<file path="config.mk">
export PLATFORM = sky130hd
export DESIGN_NAME = rgb_stream_arbiter
export DESIGN_NICKNAME = d
export VERILOG_FILES = /design/src/rtl/rgb_stream_arbiter.sv
export SDC_FILE = /design/constraint.sdc
export NUM_CORES = 1
export LEC_CHECK = 0
export BUFFER_PORTS_ARGS = -buffer_cell sky130_fd_sc_hd__buf_2
export CORE_UTILIZATION = 44
export CTS_CLUSTER_SIZE = 16
export DETAILED_ROUTE_END_ITERATION = 6
export PLACE_DENSITY_LB_ADDON = 0.25
export SLEW_MARGIN = 20
export SYNTH_ARGS = -nofsm -noshare
export SYNTH_HDL_FRONTEND = slang
export SYNTH_SLANG_ARGS = --single-unit
</file>
<file path="constraint.sdc">
create_clock -name clk -period 1.7 [get_ports clk]
set_input_delay 0.085 -clock clk [delete_from_list [all_inputs] [get_ports clk]]
set_output_delay 0.085 -clock clk [all_outputs]
set_load 0.01 [all_outputs]
</file>
<file path="src/rtl/rgb_stream_arbiter.sv">
// Two-source RGB pixel stream arbiter: round-robin grant held for a whole line, one registered output stage.
// Optional mid-line stall timeout is built only when RGB_STREAM_ARBITER_TIMEOUT_EN is defined.
module rgb_stream_arbiter #(
    parameter int TIMEOUT_CYCLES = 64
) (
    input  logic       clk,
    input  logic       rst,
    input  logic [7:0] in_0_r,
    input  logic [7:0] in_0_g,
    input  logic [7:0] in_0_b,
    input  logic       in_0_last,
    input  logic       in_0_valid,
    output logic       in_0_ready,
    input  logic [7:0] in_1_r,
    input  logic [7:0] in_1_g,
    input  logic [7:0] in_1_b,
    input  logic       in_1_last,
    input  logic       in_1_valid,
    output logic       in_1_ready,
    output logic [7:0] out_r,
    output logic [7:0] out_g,
    output logic [7:0] out_b,
    output logic       out_last,
    output logic       out_valid,
    input  logic       out_ready,
    output logic [1:0] grant,
    output logic       timeout_err
);

    // State codes double as the one-hot grant encoding.
    typedef enum logic [1:0] {
        IDLE   = 2'b00,
        GRANT0 = 2'b01,
        GRANT1 = 2'b10
    } state_t;

    if (TIMEOUT_CYCLES < 1 || TIMEOUT_CYCLES > 65535) begin : g_param_check
        $error("rgb_stream_arbiter: TIMEOUT_CYCLES must be in 1..65535");
    end

    state_t     state_r;
    state_t     state_next_s;
    logic       last_served_r;
    logic [1:0] grant_r;
    logic [7:0] out_r_r;
    logic [7:0] out_g_r;
    logic [7:0] out_b_r;
    logic       out_last_r;
    logic       out_valid_r;
    logic       load_s;
    logic       acc0_s;
    logic       acc1_s;
    logic       acc_s;
    logic       timeout_s;

    assign load_s     = !out_valid_r || out_ready;
    assign in_0_ready = (state_r == GRANT0) && load_s;
    assign in_1_ready = (state_r == GRANT1) && load_s;
    assign acc0_s     = in_0_valid && in_0_ready;
    assign acc1_s     = in_1_valid && in_1_ready;
    assign acc_s      = acc0_s || acc1_s;

`ifdef RGB_STREAM_ARBITER_TIMEOUT_EN
    localparam logic [15:0] TMO_LAST = 16'(TIMEOUT_CYCLES - 1);

    logic [15:0] tmo_cnt_r;
    logic        stall_s;
    logic        timeout_err_r;

    // Only a missing source pixel counts as a stall; sink backpressure does not.
    assign stall_s   = ((state_r == GRANT0) && !in_0_valid) ||
                       ((state_r == GRANT1) && !in_1_valid);
    assign timeout_s = stall_s && (tmo_cnt_r == TMO_LAST);

    // Stall counter: zero in IDLE so every grant starts fresh, cleared by any accepted beat.
    always_ff @(posedge clk or posedge rst) begin
        if (rst) begin
            tmo_cnt_r <= 16'd0;
        end else if (state_r == IDLE || acc_s || timeout_s) begin
            tmo_cnt_r <= 16'd0;
        end else if (stall_s && tmo_cnt_r < TMO_LAST) begin
            tmo_cnt_r <= tmo_cnt_r + 16'd1;
        end else begin
            tmo_cnt_r <= tmo_cnt_r;
        end
    end

    // One-cycle revocation pulse.
    always_ff @(posedge clk or posedge rst) begin
        if (rst) begin
            timeout_err_r <= 1'b0;
        end else begin
            timeout_err_r <= timeout_s;
        end
    end

    assign timeout_err = timeout_err_r;
`else
    assign timeout_s   = 1'b0;
    assign timeout_err = 1'b0;
`endif

    // Next-owner decision: ties in IDLE go to the source not served last.
    always_comb begin
        state_next_s = state_r;
        case (state_r)
            IDLE: begin
                if (in_0_valid && in_1_valid) begin
                    state_next_s = last_served_r ? GRANT0 : GRANT1;
                end else if (in_0_valid) begin
                    state_next_s = GRANT0;
                end else if (in_1_valid) begin
                    state_next_s = GRANT1;
                end else begin
                    state_next_s = IDLE;
                end
            end
            GRANT0: begin
                if ((acc0_s && in_0_last) || timeout_s) begin
                    state_next_s = IDLE;
                end else begin
                    state_next_s = GRANT0;
                end
            end
            GRANT1: begin
                if ((acc1_s && in_1_last) || timeout_s) begin
                    state_next_s = IDLE;
                end else begin
                    state_next_s = GRANT1;
                end
            end
            default: begin
                state_next_s = IDLE;
            end
        endcase
    end

    // Ownership, grant mirror and round-robin history.
    always_ff @(posedge clk or posedge rst) begin
        if (rst) begin
            state_r       <= IDLE;
            grant_r       <= 2'b00;
            last_served_r <= 1'b1;
        end else begin
            state_r <= state_next_s;
            grant_r <= state_next_s;
            if (state_r == GRANT0 && state_next_s == IDLE) begin
                last_served_r <= 1'b0;
            end else if (state_r == GRANT1 && state_next_s == IDLE) begin
                last_served_r <= 1'b1;
            end else begin
                last_served_r <= last_served_r;
            end
        end
    end

    // Output register: capture on an accepted beat, drop valid once consumed, data holds otherwise.
    always_ff @(posedge clk or posedge rst) begin
        if (rst) begin
            out_r_r     <= 8'd0;
            out_g_r     <= 8'd0;
            out_b_r     <= 8'd0;
            out_last_r  <= 1'b0;
            out_valid_r <= 1'b0;
        end else if (acc_s) begin
            out_r_r     <= acc1_s ? in_1_r    : in_0_r;
            out_g_r     <= acc1_s ? in_1_g    : in_0_g;
            out_b_r     <= acc1_s ? in_1_b    : in_0_b;
            out_last_r  <= acc1_s ? in_1_last : in_0_last;
            out_valid_r <= 1'b1;
        end else if (out_ready) begin
            out_valid_r <= 1'b0;
        end else begin
            out_valid_r <= out_valid_r;
        end
    end

    assign out_r     = out_r_r;
    assign out_g     = out_g_r;
    assign out_b     = out_b_r;
    assign out_last  = out_last_r;
    assign out_valid = out_valid_r;
    assign grant     = grant_r;

endmodule

</file>
==> results by group <==
Cells and area
  – Diodes inserted: 0
  – Final #Nets: between 300 and 400
  – Sequential cell area: about 730 um^2
  – Area growth syn-to-layout: 61.3%
  – Share of cells above drive strength 1: 36.5%
  – Filler cells: approximately 230
  – Multi-input logic area: 445 um^2

Clocking
  – Clock sinks: 29
  – Number of buffers created by CTS: 5
  – Clock latency on the worst-skew pair: 0.32 ns
  – # Post-CTS Setup Buffers: 0
  – CTS tree: built
  – Clock tree buffer depth: 2
  – CTS root buf: clkbuf_4
  – H-tree Lvls: 2
  – Worst-path clk slew: 0.10 ns

Synth
  – Seq/Total Area, Yosys: 48.0%
  – Post-synth top area share: a little under half
  – Yosys top cell by area: dfrtp_1
  – Syn Inst Count: 165
  – Syn nets: 220
  – Mean Syn Cell Area: about 9.2 um^2
  – Seq cells post-synth: 29
  – Ys Warns: 0
  – Post-Syn Area: 1520 um^2
  – Synth top area cells: dfrtp_1 (46%), inv_1 (18%), a222oi_1 (15%)
  – Number of library cell types mapped by synthesis: 29

Timing
  – Sum of negative setup slack: 0 ns
  – Clock skew: approximately 0.0033 ns
  – Max-slew violations: 0
  – Fin. Hold Viols: 0
  – Worst-margin pin slew: 0.532 ns
  – Final setup viols: 0
  – Max_slew headroom: between 60% and 70%
  – Fin crit period: 1.54 ns
  – Fmax: roughly 0.65 GHz
  – Final period utilization: 90.8%
  – Unrepaired setup endpoints after global routing: no

Power
  – Pleak: between 1 and 1.5 nW
  – Sw Pwr: approximately 1.3 mW
  – Sw frac: about 37%
  – Power per cell area: around 1400 nW/um^2
  – Clk network pwr share: 17.4%
  – Power Internal: ~2.2 mW
  – Sequential share of power: 36.0%
  – Worst VDD drop: 788 uV
  – Pwr Total: 3.43 mW
  – Combinational share of power: 46.5%

Hold path
  – Hold path endpoint: out_b[2]
  – Hold path startpoint: in_0_b[2]
  – Hold Path Depth: 3
  – Worst hold path class: primary input to flip-flop

Place
  – GPL Wtd Cong: 0.823
  – Hpwl dp: between 2000 and 3000 um
  – IO buf count: 84

Floorplanning
  – Core ar.: 3150 um^2
  – Die area: 3680 um^2
  – Top-Level Pins: 86
  – Row count: 20
  – Die Y: 60.7 um
  – Die width: 60.7 um
  – Starting Density: 48.1%

Global route
  – First-pass GRT wire length: 6720 um
  – Largest net degree at the start of global routing: 30
  – Grt ovf: 0
  – Tot GR Track Use: between 20% and 30%
  – Initial antenna violation count: 0
  – Vias in the first global route: 1584

Outcome
  – Failing checks: design-rule violations
  – Status: finished with violations

Job
  – Max Cap Viol: 0

Detailed routing
  – WL/cell: 13.1 um
  – Via count: around 1600
  – Residual DRC: 1
  – DRT iter0 DRCs: 185
  – Via/cell ratio: 4.88
  – Detailed Route WL: 4410 um
  – DR pass1 iterations: 7
  – Post-route antenna net violation count: 0

Critical path
  – Crit. Startpoint: grant[1]
  – Setup Crit Path Kind: flip-flop to flip-flop
  – Crit path capture type: flip-flop
  – Top fanout value on the critical path: 18
  – R2R Setup Slk: between 0.15 and 0.2 ns
  – CP arrival: 1.74 ns
  – Reg2Reg Depth: 4
  – Worst path required time: approximately 1.9 ns
  – Reg-to-reg startpoint: grant[1]
  – Worst R2R End: out_r[4]
  – Crit path launch type: flip-flop
[per-stage QoR]
| step | hold WS [ns] | setup slack [ns] | instances | util (%) | cell area, um^2 |
|---|---|---|---|---|---|
| 6_report | 0.0189 | 0.157 | 337 | 77.5 | 2440 |
| 5_1_grt | 0.000581 | 0.0882 | 337 | 77.5 | 2440 |
| 4_1_cts | 0.0000218 | 0.169 | 337 | 77.5 | 2440 |
| 3_5_place_dp | 0.173 | 0.186 | 293 | 63.3 | 1990 |
| 3_3_place_gp | 0.166 | 0.234 | 293 | 63.3 | 1990 |
| 2_1_floorplan | 0.162 | 0.324 | 165 | - | 1520 |
[cell families (layout without fill, tap and decap cells)]
kind of cell	count (synthesis)	count (layout)	share of synthesized area (%)
compound gates	34	34	20.5
buf+inv	81	209	22.6
flops	29	29	48.0
other cells	1	1	0.247
simple gates	20	20	8.67
[layout make-up]
type	count	area share, %
Clock buffer	6	2.10
Clock inverter	2	1.54
Inverter	73	11.2
Multi-Input combinational cell	55	18.2
Sequential cell	29	29.7
Tap cell	44	2.25
Timing Repair Buffer	128	34.9
[how the worst max path moves through the flow]
stage,depth (start not counted),slack (ns),end
floorplan,5,0.32,out_b[3]
global placement,4,0.23,out_b[6]
detailed placement,5,0.19,out_r[5]
CTS,5,0.17,out_r[5]
global route,4,0.09,out_b[1]
finish,4,0.16,out_r[4]
[layout by cell type (no fill, tap or decap), drive strengths merged, types with 3 or more instances in the layout]
cell type    count
a222oi          23
nor2             3
dlygate4sd3     36
inv             73
buf             92
dfrtp           28
clkbuf           6
[critical path, stage by stage, from the launching register on]
cell and delay, ns:
dfrtp_1 0.42, nand2b_2 0.23, nor3_2 0.42, buf_12 0.22, a222oi_1 0.12
[cell usage after synthesis]
cell type / number
a22o_1: 1
or3_1: 1
and2_1: 1
conb_1: 1
buf_4: 4
a21oi_1: 2
and3b_1: 2
o21ai_2: 1
nand3_1: 1
or2b_1: 1
o211ai_1: 1
nand2_1: 2
dfstp_2: 1
nor2_1: 3
a31o_2: 1
inv_1: 73
o31ai_1: 2
buf_6: 3
a31oi_1: 2
nand4_1: 1
a311oi_1: 1
dfrtp_1: 28
a222oi_1: 23
nand2b_2: 2
buf_2: 1
nor3_2: 2
and2b_1: 1
nor2b_1: 1
nor4_1: 2
[sequential cells by signal (all words and copies together) (netlist names)]
register       cells
out_valid          1
out_g              8
last_served_r      1
grant              2
out_last           1
out_r              8
out_b              8
[metal layers]
metal	GRT usage [%]	vias up	part of all wire (%)
li1	-	798	-
met1	27.8	766	39
met2	47.1	77	54
met3	7.89	4	5.7
met4	9.09	0	0.77
met5	0	-	0
[power by group through the flow]
stage	clock network [mW]	logic, mW	registers (mW)
3_3_place_gp	0	1.49	1.23
3_5_place_dp	0	1.53	1.23
2_1_floorplan	0	0.773	1.39
5_1_grt	0.643	1.75	1.28
4_1_cts	0.617	1.59	1.23
6_report	0.598	1.60	1.24
[timing repair]
action | 4_1_cts | 5_1_grt
hold buffers | 36 | 0
setup endpoints to repair | 0 | 0
endpoints found under the hold margin | 51 | 0
gates resized for setup | 0 | 0
(Power assumes the default switching activity.)
